File: config.mk
export PLATFORM = sky130hd
export DESIGN_NAME = sdspi_cmd_responder
export DESIGN_NICKNAME = d
export VERILOG_FILES = /design/src/rtl/sdspi_cmd_responder.sv
export SDC_FILE = /design/constraint.sdc
export NUM_CORES = 1
export LEC_CHECK = 0
export BUFFER_PORTS_ARGS = -buffer_cell sky130_fd_sc_hd__buf_4
export CORE_MARGIN = 2
export CORE_UTILIZATION = 45
export DETAILED_ROUTE_END_ITERATION = 12
export GPL_TIMING_DRIVEN = 0
export PLACE_DENSITY = 0.67
export SYNTH_ARGS = -nofsm -noshare
export SYNTH_HDL_FRONTEND = slang
export SYNTH_SLANG_ARGS = --single-unit
File: constraint.sdc
create_clock -name i_clk -period 10.08 [get_ports i_clk]
set_clock_uncertainty 0.1 [all_clocks]
set_input_delay 2.016 -clock i_clk [delete_from_list [all_inputs] [get_ports i_clk]]
set_output_delay 2.016 -clock i_clk [all_outputs]
set_load 0.02 [all_outputs]
File: src/rtl/sdspi_cmd_responder.sv
// sdspi_cmd_responder
// Card-side SPI-mode SD command path. Parses the 6-byte command frames the
// host shifts in on MOSI and checks CRC7 and the end bit. It hands the decoded
// command to the card logic, then shifts out the R1 / R1b / R3-R7 response on MISO.
//
// Ports:
//   i_clk, i_reset      clock, asynchronous active-high reset
//   i_ll_sel            chip select (active-high, synchronised)
//   i_ll_stb/i_ll_byte  byte-exchange-complete pulse and received MOSI byte
//   o_ll_byte           byte for the next MISO exchange (registered)
//   o_busy              frame or response in progress
//   o_cmd_stb/o_cmd/o_cmd_arg  decoded command pulse, index, argument
//   o_crc_err           frame rejected for CRC or end bit
//   i_idle              card in-idle flag, used in the autonomous CRC-error R1
//   i_rsp_stb/i_rsp_type/i_rsp_r1/i_rsp_data  response request from the app
//   i_card_busy         busy indication for R1b
module sdspi_cmd_responder #(
    parameter bit OPT_CRC_CHECK = 1'b1
) (
    input  logic        i_clk,
    input  logic        i_reset,
    input  logic        i_ll_sel,
    input  logic        i_ll_stb,
    input  logic [7:0]  i_ll_byte,
    output logic [7:0]  o_ll_byte,
    output logic        o_busy,
    output logic        o_cmd_stb,
    output logic [5:0]  o_cmd,
    output logic [31:0] o_cmd_arg,
    output logic        o_crc_err,
    input  logic        i_idle,
    input  logic        i_rsp_stb,
    input  logic [1:0]  i_rsp_type,
    input  logic [7:0]  i_rsp_r1,
    input  logic [31:0] i_rsp_data,
    input  logic        i_card_busy
);

    typedef enum logic [2:0] {
        ST_IDLE  = 3'd0,
        ST_RXCMD = 3'd1,
        ST_WAIT  = 3'd2,
        ST_SEND  = 3'd3,
        ST_BUSY  = 3'd4
    } state_t;

    // CRC7 (x^7 + x^3 + 1), MSB first, advanced by one whole byte.
    function automatic logic [6:0] crc7_byte(input logic [6:0] crc_in, input logic [7:0] data);
        logic [6:0] c;
        logic       fb;
        c = crc_in;
        for (int i = 7; i >= 0; i--) begin
            fb = c[6] ^ data[i];
            c  = {c[5:0], 1'b0} ^ ({7{fb}} & 7'h09);
        end
        return c;
    endfunction

    state_t      state_r, state_nx_s;
    logic [2:0]  byte_cnt_r, byte_cnt_nx_s;
    logic [2:0]  send_cnt_r, send_cnt_nx_s;
    logic [6:0]  crc_r, crc_nx_s;
    logic [5:0]  cmd_r, cmd_nx_s;
    logic [31:0] arg_r, arg_nx_s;
    logic [7:0]  ll_byte_r, ll_byte_nx_s;
    logic        busy_r;
    logic        cmd_stb_r, cmd_stb_nx_s;
    logic        crc_err_r, crc_err_nx_s;
    logic        pend_r, pend_nx_s;
    logic [1:0]  rsp_type_r, rsp_type_nx_s;
    logic [7:0]  rsp_r1_r, rsp_r1_nx_s;
    logic [31:0] rsp_data_r, rsp_data_nx_s;
    logic        frame_ok_s;

    // Last byte must be {crc7, end bit}; CRC checking can be compiled out.
    assign frame_ok_s = (i_ll_byte == {crc_r, 1'b1}) || (OPT_CRC_CHECK == 1'b0);

    // State and datapath registers.
    always_ff @(posedge i_clk or posedge i_reset) begin
        if (i_reset) begin
            state_r    <= ST_IDLE;
            byte_cnt_r <= 3'd0;
            send_cnt_r <= 3'd0;
            crc_r      <= 7'd0;
            cmd_r      <= 6'd0;
            arg_r      <= 32'd0;
            ll_byte_r  <= 8'hFF;
            busy_r     <= 1'b0;
            cmd_stb_r  <= 1'b0;
            crc_err_r  <= 1'b0;
            pend_r     <= 1'b0;
            rsp_type_r <= 2'b00;
            rsp_r1_r   <= 8'h00;
            rsp_data_r <= 32'd0;
        end else begin
            state_r    <= state_nx_s;
            byte_cnt_r <= byte_cnt_nx_s;
            send_cnt_r <= send_cnt_nx_s;
            crc_r      <= crc_nx_s;
            cmd_r      <= cmd_nx_s;
            arg_r      <= arg_nx_s;
            ll_byte_r  <= ll_byte_nx_s;
            busy_r     <= (state_nx_s != ST_IDLE);
            cmd_stb_r  <= cmd_stb_nx_s;
            crc_err_r  <= crc_err_nx_s;
            pend_r     <= pend_nx_s;
            rsp_type_r <= rsp_type_nx_s;
            rsp_r1_r   <= rsp_r1_nx_s;
            rsp_data_r <= rsp_data_nx_s;
        end
    end

    // Next-state and next-output logic.
    always_comb begin
        state_nx_s    = state_r;
        byte_cnt_nx_s = byte_cnt_r;
        send_cnt_nx_s = send_cnt_r;
        crc_nx_s      = crc_r;
        cmd_nx_s      = cmd_r;
        arg_nx_s      = arg_r;
        ll_byte_nx_s  = ll_byte_r;
        cmd_stb_nx_s  = 1'b0;
        crc_err_nx_s  = 1'b0;
        pend_nx_s     = pend_r;
        rsp_type_nx_s = rsp_type_r;
        rsp_r1_nx_s   = rsp_r1_r;
        rsp_data_nx_s = rsp_data_r;

        if (!i_ll_sel) begin
            // Deselect aborts whatever is in flight, including a pending response.
            state_nx_s   = ST_IDLE;
            ll_byte_nx_s = 8'hFF;
            pend_nx_s    = 1'b0;
        end else begin
            case (state_r)
                ST_IDLE: begin
                    if (i_ll_stb && (i_ll_byte[7:6] == 2'b01)) begin
                        cmd_nx_s      = i_ll_byte[5:0];
                        crc_nx_s      = crc7_byte(7'd0, i_ll_byte);
                        byte_cnt_nx_s = 3'd5;
                        pend_nx_s     = 1'b0;
                        state_nx_s    = ST_RXCMD;
                    end else begin
                        state_nx_s = ST_IDLE;
                    end
                end
                ST_RXCMD: begin
                    if (i_ll_stb) begin
                        if (byte_cnt_r != 3'd1) begin
                            arg_nx_s      = {arg_r[23:0], i_ll_byte};
                            crc_nx_s      = crc7_byte(crc_r, i_ll_byte);
                            byte_cnt_nx_s = byte_cnt_r - 3'd1;
                        end else begin
                            // CRC byte: the following exchange always returns FF.
                            ll_byte_nx_s = 8'hFF;
                            state_nx_s   = ST_WAIT;
                            if (frame_ok_s) begin
                                cmd_stb_nx_s = 1'b1;
                                pend_nx_s    = 1'b0;
                            end else begin
                                // Autonomous R1 with the CRC-error bit set.
                                crc_err_nx_s  = 1'b1;
                                pend_nx_s     = 1'b1;
                                rsp_type_nx_s = 2'b00;
                                rsp_r1_nx_s   = {4'b0000, 1'b1, 2'b00, i_idle};
                            end
                        end
                    end else begin
                        state_nx_s = ST_RXCMD;
                    end
                end
                ST_WAIT: begin
                    if (i_rsp_stb && !pend_r) begin
                        rsp_type_nx_s = i_rsp_type;
                        rsp_r1_nx_s   = i_rsp_r1 & 8'h7F;
                        rsp_data_nx_s = i_rsp_data;
                        pend_nx_s     = 1'b1;
                    end else begin
                        pend_nx_s = pend_r;
                    end
                    // A request arriving with the strobe counts as already pending.
                    if (i_ll_stb && (pend_r || i_rsp_stb)) begin
                        if (pend_r) begin
                            ll_byte_nx_s = rsp_r1_r;
                        end else begin
                            ll_byte_nx_s = i_rsp_r1 & 8'h7F;
                        end
                        pend_nx_s     = 1'b0;
                        send_cnt_nx_s = 3'd0;
                        state_nx_s    = ST_SEND;
                    end else begin
                        state_nx_s = ST_WAIT;
                    end
                end
                ST_SEND: begin
                    if (i_ll_stb) begin
                        if (rsp_type_r[1] && (send_cnt_r != 3'd4)) begin
                            // Payload goes out MSB first by shifting the latched word.
                            ll_byte_nx_s  = rsp_data_r[31:24];
                            rsp_data_nx_s = {rsp_data_r[23:0], 8'h00};
                            send_cnt_nx_s = send_cnt_r + 3'd1;
                        end else if ((rsp_type_r == 2'b01) && i_card_busy) begin
                            ll_byte_nx_s = 8'h00;
                            state_nx_s   = ST_BUSY;
                        end else begin
                            ll_byte_nx_s = 8'hFF;
                            state_nx_s   = ST_IDLE;
                        end
                    end else begin
                        state_nx_s = ST_SEND;
                    end
                end
                ST_BUSY: begin
                    if (i_ll_stb) begin
                        if (i_card_busy) begin
                            ll_byte_nx_s = 8'h00;
                        end else begin
                            ll_byte_nx_s = 8'hFF;
                            state_nx_s   = ST_IDLE;
                        end
                    end else begin
                        state_nx_s = ST_BUSY;
                    end
                end
                default: begin
                    state_nx_s   = ST_IDLE;
                    ll_byte_nx_s = 8'hFF;
                    pend_nx_s    = 1'b0;
                end
            endcase
        end
    end

    assign o_ll_byte = ll_byte_r;
    assign o_busy    = busy_r;
    assign o_cmd_stb = cmd_stb_r;
    assign o_cmd     = cmd_r;
    assign o_cmd_arg = arg_r;
    assign o_crc_err = crc_err_r;

endmodule

After elaboration in Yosys (flattened, before gate mapping)
Cells that the tools add are included.
{"block": "totals", "wordCells": 158, "reg_bits": 108, "input_bits": 57, "output_inout_bits": 49}
{"block": "classes", "muxes": 65, "add_sub_neg": 2, "bitwise_logic": 29, "n_reduce_logical": 21, "n_eq_ne": 27}
{"cell": "8-bit two-way mux", "count": 14}
{"cell": "32-bit two-way mux", "count": 3}
{"cell": "7-bit by 4-bit XOR with 7-bit output", "count": 13}
{"cell": "32-bit case mux with 2 select lines", "count": 1}
{"cell": "3-bit two-way mux", "count": 14}
{"cell": "8-bit case mux with 5 select lines", "count": 1}
{"cell": "2-bit inequality test, second input constant", "count": 11}
{"cell": "7-bit two-way mux", "count": 3}
{"cell": "3-bit inequality test, second input constant", "count": 7}
{"cell": "5-bit AND reduction", "count": 4}
{"cell": "1-bit two-way mux", "count": 18}
{"cell": "8-bit case mux with 2 select lines", "count": 1}
{"cell": "3-bit case mux with 5 select lines", "count": 1}
{"cell": "7-bit case mux with 2 select lines", "count": 1}
{"cell": "3-bit case mux with 2 select lines", "count": 2}
{"cell": "6-bit AND reduction", "count": 2}
{"cell": "1-bit XOR", "count": 12}
{"cell": "8-bit equality test", "count": 1}
{"cell": "2-bit two-way mux", "count": 4}
{"cell": "3-bit by 2-bit equality test with 1-bit output, second input constant", "count": 2}
{"cell": "2-bit nonzero test", "count": 3}
{"cell": "6-bit by 4-bit XOR with 6-bit output", "count": 1}
{"cell": "1-bit logical AND", "count": 5}
{"cell": "5-bit by 4-bit XOR with 5-bit output", "count": 1}
{"cell": "17 further kinds", "count": 19}

Longest topological paths before layout
Gate-level depths: netlist of the first run.
{"block": "logic_depth", "depth_word": 19, "mapped_depth": 8, "mapped_depth_nobuf": 7}

Worst setup path after synthesis of the first run
Ideal clock, no wire load.
{"block": "synth_timing", "path_type": "input to register", "from": "input port i_ll_byte[6]", "to": "register crc_r[3]", "arrival_time_ns": 3.316, "n_path_buf": 2, "setup_ns": 0.126, "required_ns": 9.854, "stages": 7, "setup_slack_ns": 6.538, "path_cell_list": "clkbuf_1 -> nand4bb_1 -> o22ai_1 -> o211a_1 -> buf_2 -> o21ai_0 -> a221o_1"}
{"block": "synth_via", "elab_chain_len": 4}
{"item": "start: declaration", "line": "24", "rtl": "input logic [7:0] i_ll_byte,"}
{"item": "2-bit by 1-bit equality test with 1-bit output", "line": "137", "rtl": "if (i_ll_stb && (i_ll_byte[7:6] == 2'b01)) begin"}
{"item": "1-bit logical AND", "line": "137"}
{"item": "2-bit inequality test (no line)"}
{"item": "5-bit AND reduction (no line)"}
{"item": "end signal: assignment", "line": "99", "rtl": "crc_r <= crc_nx_s;"}
{"item": "end: declaration", "line": "62", "rtl": "logic [6:0] crc_r, crc_nx_s;"}
No other way between the ends.
A chain may end at the register's enable or synchronous reset.

Worst setup path after layout of the first run
Same ends and word-level chain as after synthesis.

==> flow_summary.toml, run 1 <==
[run_status]
outcome = "finished clean"

[setup_path]
start_kind = "input port"
cp-end-kind = "register"
r2r_slack_ns = 7.65
required_ns = 10.21
critical_path_arrival_ns = 3.70
crit_type = "input port to register"
critPathMaxFanout = 10

[die]
start_util_pct = 46.0
design.portCount = 106
die_area_mm2 = 0.0125
die-height_um = 112
rows = 39
die_w_um = 112
core_area_mm2 = 0.0114

[finish]
n_fill_cell = 1063
area_growth_pct = 24.0
layout_common_cells = "162 x nand2_1, 100 x buf_4, 99 x dfrtp_1"
fin_nets = 713
final_cells = 800
diodes = 0
layout-drive-gt1-share_pct = 25.6
final_common_cell = "nand2_1"

[yosys]
synthDominantCellAreaShare_pct = 47.2
syn_avg_cell_area_um2 = 9.72
synth_cells = 540
ys_seq_elements = 107
yosys_warnings = 0
yosys-top-cells-area = "dfrtp_1 47%, nand2_1 12%, mux2_2 5.4%"
synth.distinct_cells = 51
synth_area_mm2 = 0.00525
syn-num-nets = 601
ys_seq_area_share_pct = 51.2
async_flop_share_pct = 100
synth_edf_count = 0
synth_top_flop_cell = "dfrtp_1"
yosysTopAreaCell = "dfrtp_1"

[run]
drv_cap = 0

[sta]
finalSetupTns_ns = 0
timing.fmax_mhz = 280
period_needed_ns = 3.57
rsz0062_at_grt = "false"
postLayoutSetupSlackWorst_ns = 6.51
slew_headroom_pct = 53.1
tightestPinTransition_ns = 0.701
setup_viol = 0
slew_violations = 0
post-route-period-util_pct = 35.4
hold_viol = 0

[grt]
grt_pass1_vias = 4035
met1_usage_pct = 29.2
use_met3_pct = 2.89
overflow = 0
met2_usage_pct = 30.2
grt_usage_pct = 19.6
grt_start_max_net_pins = 58
grt.busiest_layer = "met2"
grt_first_pass_wirelength_um = 20200
antenna_found_initial = 0

[pwr]
leakagePower_nw = 3.31
p_per_area_mw_per_mm2 = 220
peakVddDrop_mv = 0.113

[clock_network]
ctsHoldBuffers = 0
clockRootBuffer = "clkbuf_16"
clk_pin_slew_ns = 0.07
numCtsBuffers = 9
ctsResizeCount = 0
cts_buffer_depth = 2
cts_max_level = 3
postCtsSetupRepairBufs = 0
tritoncts = "yes"
clkSinkCount = 107
clk_latency_ns = 0.35

[detailed_routing]
drtAntennaViolNets = 0
dr.pass1.iters = 5
post-route-drc-count = 0
viasPerCell = 5.18
first_iter_violations = 290
routed_wl_um = 12100
wl_per_cell_um = 15.1
via_count = 4146

[placement]
dp.cells = 784
io_buffers = 100
place_congestion = 0.851
place_ws_ns = 6.18
dp_hpwl_um = 8660

[min_path]
min_path_type = "register to register"
## cell families (layout without fill, tap and decap cells)
group | Yosys count | in the layout | share of synthesized area (%)
compound gates | 91 | 91 | 10.9
xor+xnor | 24 | 24 | 4.79
simple gates | 219 | 219 | 18.1
flops | 107 | 107 | 51.2
mux | 51 | 51 | 10.5
fa+ha+maj | 4 | 4 | 0.954
buf+inv | 44 | 161 | 3.55
## report_power, final
group | switching, mW | internal (mW)
combinational | 0.240 | 0.204
sequential | 0.0801 | 0.543
clock | 0.168 | 0.195
total | 0.488 | 0.942
## synth_stat cells, drive strengths merged (4+ instances only)
library cell  count
nor2b             4
buf               7
dfrtp            99
a22o              9
mux2i            24
dfstp             8
nor2             14
and2              4
o21ai            40
nor3             14
mux2             27
ha                4
xnor2            17
a21oi            15
inv              10
a22oi             8
clkbuf           27
xor2              4
or3b              4
nand2           162
## state kept, by name, summed over array words and instances (netlist names)
signal and flops:
rsp_type_r 2, o_busy 1, send_cnt_r 3, rsp_r1_r 7, o_cmd 6, byte_cnt_r 3
pend_r 1, o_cmd_arg 32, rsp_data_r 32, o_cmd_stb 1, crc_r 7, state_r 3
o_crc_err 1, o_ll_byte 8
## area by class of cell
type / instances / area [µm²] / share of cell area (%)
Timing Repair Buffer: 101 / 778 / 12.0
Clock buffer: 9 / 225 / 3.46
Sequential cell: 107 / 2690 / 41.3
Multi-Input combinational cell: 389 / 2370 / 36.5
Buffer: 34 / 149 / 2.29
Inverter: 10 / 40.0 / 0.615
Clock inverter: 7 / 75.1 / 1.15
Tap cell: 143 / 179 / 2.75
## worst max-delay path, stage by stage
cell and delay (ns):
clkbuf_1 0.39, nand4bb_1 0.21, o22ai_1 0.24, o211a_1 0.17, buf_2 0.23, o21ai_0 0.14, a221o_1 0.30
## through the flow
| step | total power, mW | utilization (%) | hold WS, ns | instance area, µm² |
|---|---|---|---|---|
| floorplan | 0.905 | - | 0.349 | 5250 |
| global placement | 1.06 | 54.1 | 0.359 | 6180 |
| detailed placement | 1.08 | 54.4 | 0.365 | 6210 |
| CTS | 1.44 | 57.0 | 0.384 | 6510 |
| global route | 1.52 | 57.0 | 0.400 | 6510 |
| finish | 1.43 | 57.0 | 0.378 | 6510 |
## metal layers
metal,routed length [µm],up-vias
li1,-,2048
met1,5800,1961
met2,5470,120
met3,619,17
met4,176,0
met5,0,-
## worst paths after layout
| path | startpoint | end | cells past startpoint |
|---|---|---|---|
| max reg2reg | byte_cnt_r[1] | o_cmd_arg[9] | 8 |
| min in group asynchronous | i_reset | o_cmd[5] | 2 |
| max in group asynchronous | i_reset | o_ll_byte[0] | 3 |
| min reg2reg | rsp_data_r[23] | rsp_data_r[23] | 2 |
| min | rsp_data_r[23] | rsp_data_r[23] | 2 |
| max | i_ll_byte[6] | crc_r[3] | 7 |
No activity file was read; power rests on OpenSTA's default activity.
==> run 2: changes to the inputs <==
--- a/config.mk
+++ b/config.mk
@@ -10,7 +10,7 @@
 export CORE_UTILIZATION = 45
 export DETAILED_ROUTE_END_ITERATION = 12
 export GPL_TIMING_DRIVEN = 0
-export PLACE_DENSITY = 0.67
+export PLACE_DENSITY = 0.7
 export SYNTH_ARGS = -nofsm -noshare
 export SYNTH_HDL_FRONTEND = slang
 export SYNTH_SLANG_ARGS = --single-unit
==> constraint.sdc (replaced) <==
create_clock -name i_clk -period 2.9 [get_ports i_clk]
set_clock_uncertainty 0.1 [all_clocks]
set_input_delay 0.58 -clock i_clk [delete_from_list [all_inputs] [get_ports i_clk]]
set_output_delay 0.58 -clock i_clk [all_outputs]
set_load 0.02 [all_outputs]
==> flow_summary.toml, run 2 (synthesis gave the netlist of run 1 again) <==
[run_status]
outcome = "finished clean"

[run]
drv_cap = 0

[setup_path]
cp-end-kind = "register"
critical_path_arrival_ns = 2.62
crit_family = "buffers and inverters"
reg2reg_from = "byte_cnt_r[1]"
cpPeakStageDelay_ns = 0.44
required_ns = 3.09
cp_num_buf_inv = 3
crit_type = "register to register"
path_cells = "inv_1 > ha_1 > nor2b_1 > or3_1 > clkbuf_1 > clkbuf_1 > nand2_1 > nand2_1"
crit_start = "byte_cnt_r[1]"
slowest_stage = "clkbuf_1"
start_kind = "register"
critPathMaxFanout = 10

[clock_network]
clk_pin_slew_ns = 0.07
ctsHoldBuffers = 0
postCtsSetupRepairBufs = 0
tritoncts = "yes"
cts_buffer_depth = 2
clockRootBuffer = "clkbuf_16"
ctsResizeCount = 0
cts_max_level = 3
clk_latency_ns = 0.35
clkSinkCount = 107
numCtsBuffers = 9

[finish]
utilization_pct = 57.4
final_common_cell = "nand2_1"
layout-drive-gt1-share_pct = 25.7
fin_nets = 714
layout_common_cells = "162 x nand2_1, 100 x buf_4, 99 x dfrtp_1"
diodes = 0
area_growth_pct = 24.8

[die]
core_area_mm2 = 0.0114
rows = 39
design.portCount = 106
die-height_um = 112
die_area_mm2 = 0.0125
start_util_pct = 46.0
die_w_um = 112

[pwr]
p_seq_share_pct = 43.1
p_clk_share_pct = 26.3
peakVddDrop_mv = 0.511
p_sw_share_pct = 33.5
p_per_area_mw_per_mm2 = 773
leakagePower_nw = 3.32
switchingPower_mw = 1.70
power_mw = 5.06
combPwrFrac_pct = 30.7
intPower_mw = 3.37

[detailed_routing]
drtAntennaViolNets = 0
wl_per_cell_um = 15.4
viasPerCell = 5.26
dr.pass1.iters = 4
first_iter_violations = 278
via_count = 4213
post-route-drc-count = 0
routed_wl_um = 12300

[grt]
overflow = 0
grt_first_pass_wirelength_um = 20500
grt_start_max_net_pins = 44
grt_usage_pct = 20.2
antenna_found_initial = 0
grt_pass1_vias = 4098

[sta]
hold_viol = 0
tightestPinTransition_ns = 0.825
finalSetupTns_ns = 0
post-route-period-util_pct = 83.8
setup_viol = 0
slew_violations = 0
slew_headroom_pct = 44.9
rsz0062_at_grt = "false"
postLayoutSetupSlackWorst_ns = 0.469
timing.fmax_mhz = 411
period_needed_ns = 2.43

[placement]
place_ws_ns = 0.452
place_congestion = 0.850
dp_hpwl_um = 8980
io_buffers = 100

[min_path]
min_path_type = "input port to asynchronous set/reset pin"
-- run 2: layout make-up --
class / instances / area, µm²
fillers: 1017 / 4870
clock buffers: 9 / 225
flip-flops and latches: 107 / 2690
plain buffers: 34 / 149
inverters: 10 / 41.3
well taps: 143 / 179
multi-input cells: 389 / 2370
clock inverters: 7 / 101
repair buffers: 102 / 791
-- run 2: power by group through the flow --
stage	Clock, mW	Combinational [mW]	Sequential, mW
CTS	1.36	1.56	2.18
finish	1.33	1.55	2.18
global placement	0	1.49	2.18
detailed placement	0	1.55	2.20
floorplan	0	0.783	2.36
global route	1.43	1.70	2.23
-- run 2: final timing paths --
check / to / slack, ns / cells after the start
worst max-delay path: o_cmd_arg[19] / 0.47 / 8
worst min-delay path: rsp_data_r[6] / 0.29 / 2
worst max register to register: o_cmd_arg[19] / 0.47 / 8
worst min register to register: o_cmd_arg[31] / 0.38 / 2
max in group asynchronous: o_ll_byte[5] / 1.68 / 3
min in group i_clk: rsp_type_r[0] / 0.36 / 2
-- run 2: routing by layer --
layer / track usage (%) / wire [µm] / vias up
met5: 0 / 0 / -
li1: - / - / 2065
met3: 4.52 / 556 / 17
met4: 7.15 / 225 / 0
met1: 28.8 / 5680 / 2029
met2: 30.8 / 5840 / 102
-- run 2: stage by stage --
stage | std cells | hold WS [ns] | instance area [µm²]
after floorplan | 540 | 0.349 | 5250
after global placement | 783 | 0.360 | 6180
after CTS | 801 | 0.307 | 6550
final | 801 | 0.286 | 6550
after detailed placement | 785 | 0.366 | 6220
after global routing | 801 | 0.351 | 6550
==> run 3: changes to the inputs <==
--- a/config.mk
+++ b/config.mk
@@ -10,7 +10,7 @@
 export CORE_UTILIZATION = 45
 export DETAILED_ROUTE_END_ITERATION = 12
 export GPL_TIMING_DRIVEN = 0
-export PLACE_DENSITY = 0.7
+export PLACE_DENSITY = 0.67
 export SYNTH_ARGS = -nofsm -noshare
 export SYNTH_HDL_FRONTEND = slang
 export SYNTH_SLANG_ARGS = --single-unit
==> constraint.sdc (replaced) <==
create_clock -name i_clk -period 2.25 [get_ports i_clk]
set_clock_uncertainty 0.1 [all_clocks]
set_input_delay 0.45 -clock i_clk [delete_from_list [all_inputs] [get_ports i_clk]]
set_output_delay 0.45 -clock i_clk [all_outputs]
set_load 0.02 [all_outputs]
==> flow_summary.toml, run 3 (synthesis gave the netlist of run 1 again) <==
[run_status]
outcome = "finished clean"

[setup_path]
required_ns = 2.40
cp-end-kind = "register"
critical_path_arrival_ns = 2.35
critPathMaxFanout = 9
reg2reg_from = "state_r[1]"
reg2reg_to = "rsp_r1_r[3]"
rr_worst_depth = 6
crit_start = "state_r[1]"
r2r_slack_ns = 0.05
crit_type = "register to register"
start_kind = "register"

[pwr]
peakVddDrop_mv = 0.643
switchingPower_mw = 2.19
combPwrFrac_pct = 30.2
p_per_area_mw_per_mm2 = 1010
leakagePower_nw = 3.40
intPower_mw = 4.52
p_clk_share_pct = 28.0
p_sw_share_pct = 32.7
p_seq_share_pct = 41.8

[sta]
timing.fmax_mhz = 454
tightestPinTransition_ns = 0.509
slew_violations = 0
setup_viol = 0
hold_viol = 0
slew_headroom_pct = 66.1
whs_ns = 0.220
post-route-period-util_pct = 97.8
rsz0062_at_grt = "false"
period_needed_ns = 2.20

[grt]
grt_first_pass_wirelength_um = 20800
antenna_found_initial = 0
overflow = 0
grt_start_max_net_pins = 44
grt_usage_pct = 20.7
grt_pass1_vias = 4227

[die]
rows = 39
die_area_mm2 = 0.0125
die-height_um = 112
start_util_pct = 46.0
core_area_mm2 = 0.0114
design.portCount = 106
die_w_um = 112

[detailed_routing]
wl_per_cell_um = 15.6
first_iter_violations = 310
post-route-drc-count = 0
via_count = 4213
viasPerCell = 5.23
drtAntennaViolNets = 0
dr.pass1.iters = 4
routed_wl_um = 12500

[finish]
final-seq-area_mm2 = 0.00269
layout_common_cells = "162 x nand2_1, 106 x buf_4, 98 x dfrtp_1"
layout-drive-gt1-share_pct = 28.5
diodes = 0
multi_input_area_mm2 = 0.00240
n_fill_cell = 1012
fin_nets = 719
final_common_cell = "nand2_1"
area_growth_pct = 27.3
stdcell_area_mm2 = 0.00668

[clock_network]
clkSinkCount = 107
numCtsBuffers = 9
cts_max_level = 3
cts_buffer_depth = 2
tritoncts = "yes"
clockRootBuffer = "clkbuf_16"
clk_pin_slew_ns = 0.07
clk_latency_ns = 0.36

[placement]
place_congestion = 0.843
postPlaceCellArea_mm2 = 0.00624
io_buffers = 100
dp_hpwl_um = 9030

[min_path]
hp-start = "i_rsp_r1[4]"
worstHoldEndpoint = "rsp_r1_r[4]"
min_path_type = "input port to register"
min_path_cells = 2

[run]
drv_cap = 0
[run 3: cell count changes in the layout (fill, tap and decap cells not counted), sizes merged]
cell / change
clkinv: -3
buf: +7
bufinv: +1
dlygate4sd3: +1
clkbuf: -1
[run 3: how the worst max path moves through the flow]
stage | slack [ns] | endpoint
2_1_floorplan | 0.16 | rsp_r1_r[0]
3_3_place_gp | -0.29 | rsp_data_r[27]
3_5_place_dp | -0.11 | o_cmd_arg[15]
4_1_cts | 0.006 | rsp_r1_r[3]
5_1_grt | 0.004 | rsp_r1_r[0]
6_report | 0.05 | rsp_r1_r[3]
[run 3: power by group through the flow]
stage / Clock [mW] / Combinational [mW] / Sequential [mW]
2_1_floorplan: 0 / 1.01 / 3.05
3_5_place_dp: 0 / 2.00 / 2.84
4_1_cts: 1.91 / 2.02 / 2.81
5_1_grt: 1.99 / 2.23 / 2.87
6_report: 1.88 / 2.03 / 2.81
3_3_place_gp: 0 / 1.92 / 2.82
[run 3: layer usage]
| metal | share of wire (%) | GRT usage, % | vias up |
|---|---|---|---|
| met2 | 46 | 31.1 | 94 |
| met3 | 5.0 | 5.66 | 9 |
| li1 | - | - | 2065 |
| met1 | 48 | 29.7 | 2045 |
| met5 | 0 | 0 | - |
| met4 | 1.2 | 6.02 | 0 |
[run 3: timing repair]
item	CTS	global route
hold buffers	1	0
resized for setup	6	23
endpoints found under the setup margin	36	82
hold endpoints to repair	1	0
buffers inserted	0	4
pin swaps	0	2
gates cloned	0	0
[run 3: critical path: stages (launching register included)]
cell	delay, ns
dfrtp_2	0.42
or3b_1	0.39
buf_6	0.15
or3_4	0.40
o21ba_1	0.19
buf_6	0.14
mux2_4	0.29
[run 3: layout make-up]
type	count	area share (%)
Timing Repair Buffer	108	12.7
Multi-Input combinational cell	389	35.9
Inverter	10	0.618
Sequential cell	107	40.2
Clock buffer	11	3.78
Tap cell	143	2.68
Buffer	33	2.42
Clock inverter	5	1.59
[run 3: per-stage QoR]
stage	total power [mW]	setup slack (ns)	cells	util [%]	TNS [ns]
floorplan	4.06	0.162	540	-	0
global placement	4.74	-0.294	783	54.1	-30.44
detailed placement	4.84	-0.110	786	54.7	-2.81
CTS	6.73	0.00640	803	58.0	0
global route	7.09	0.00410	806	58.5	0
finish	6.72	0.0492	806	58.5	0
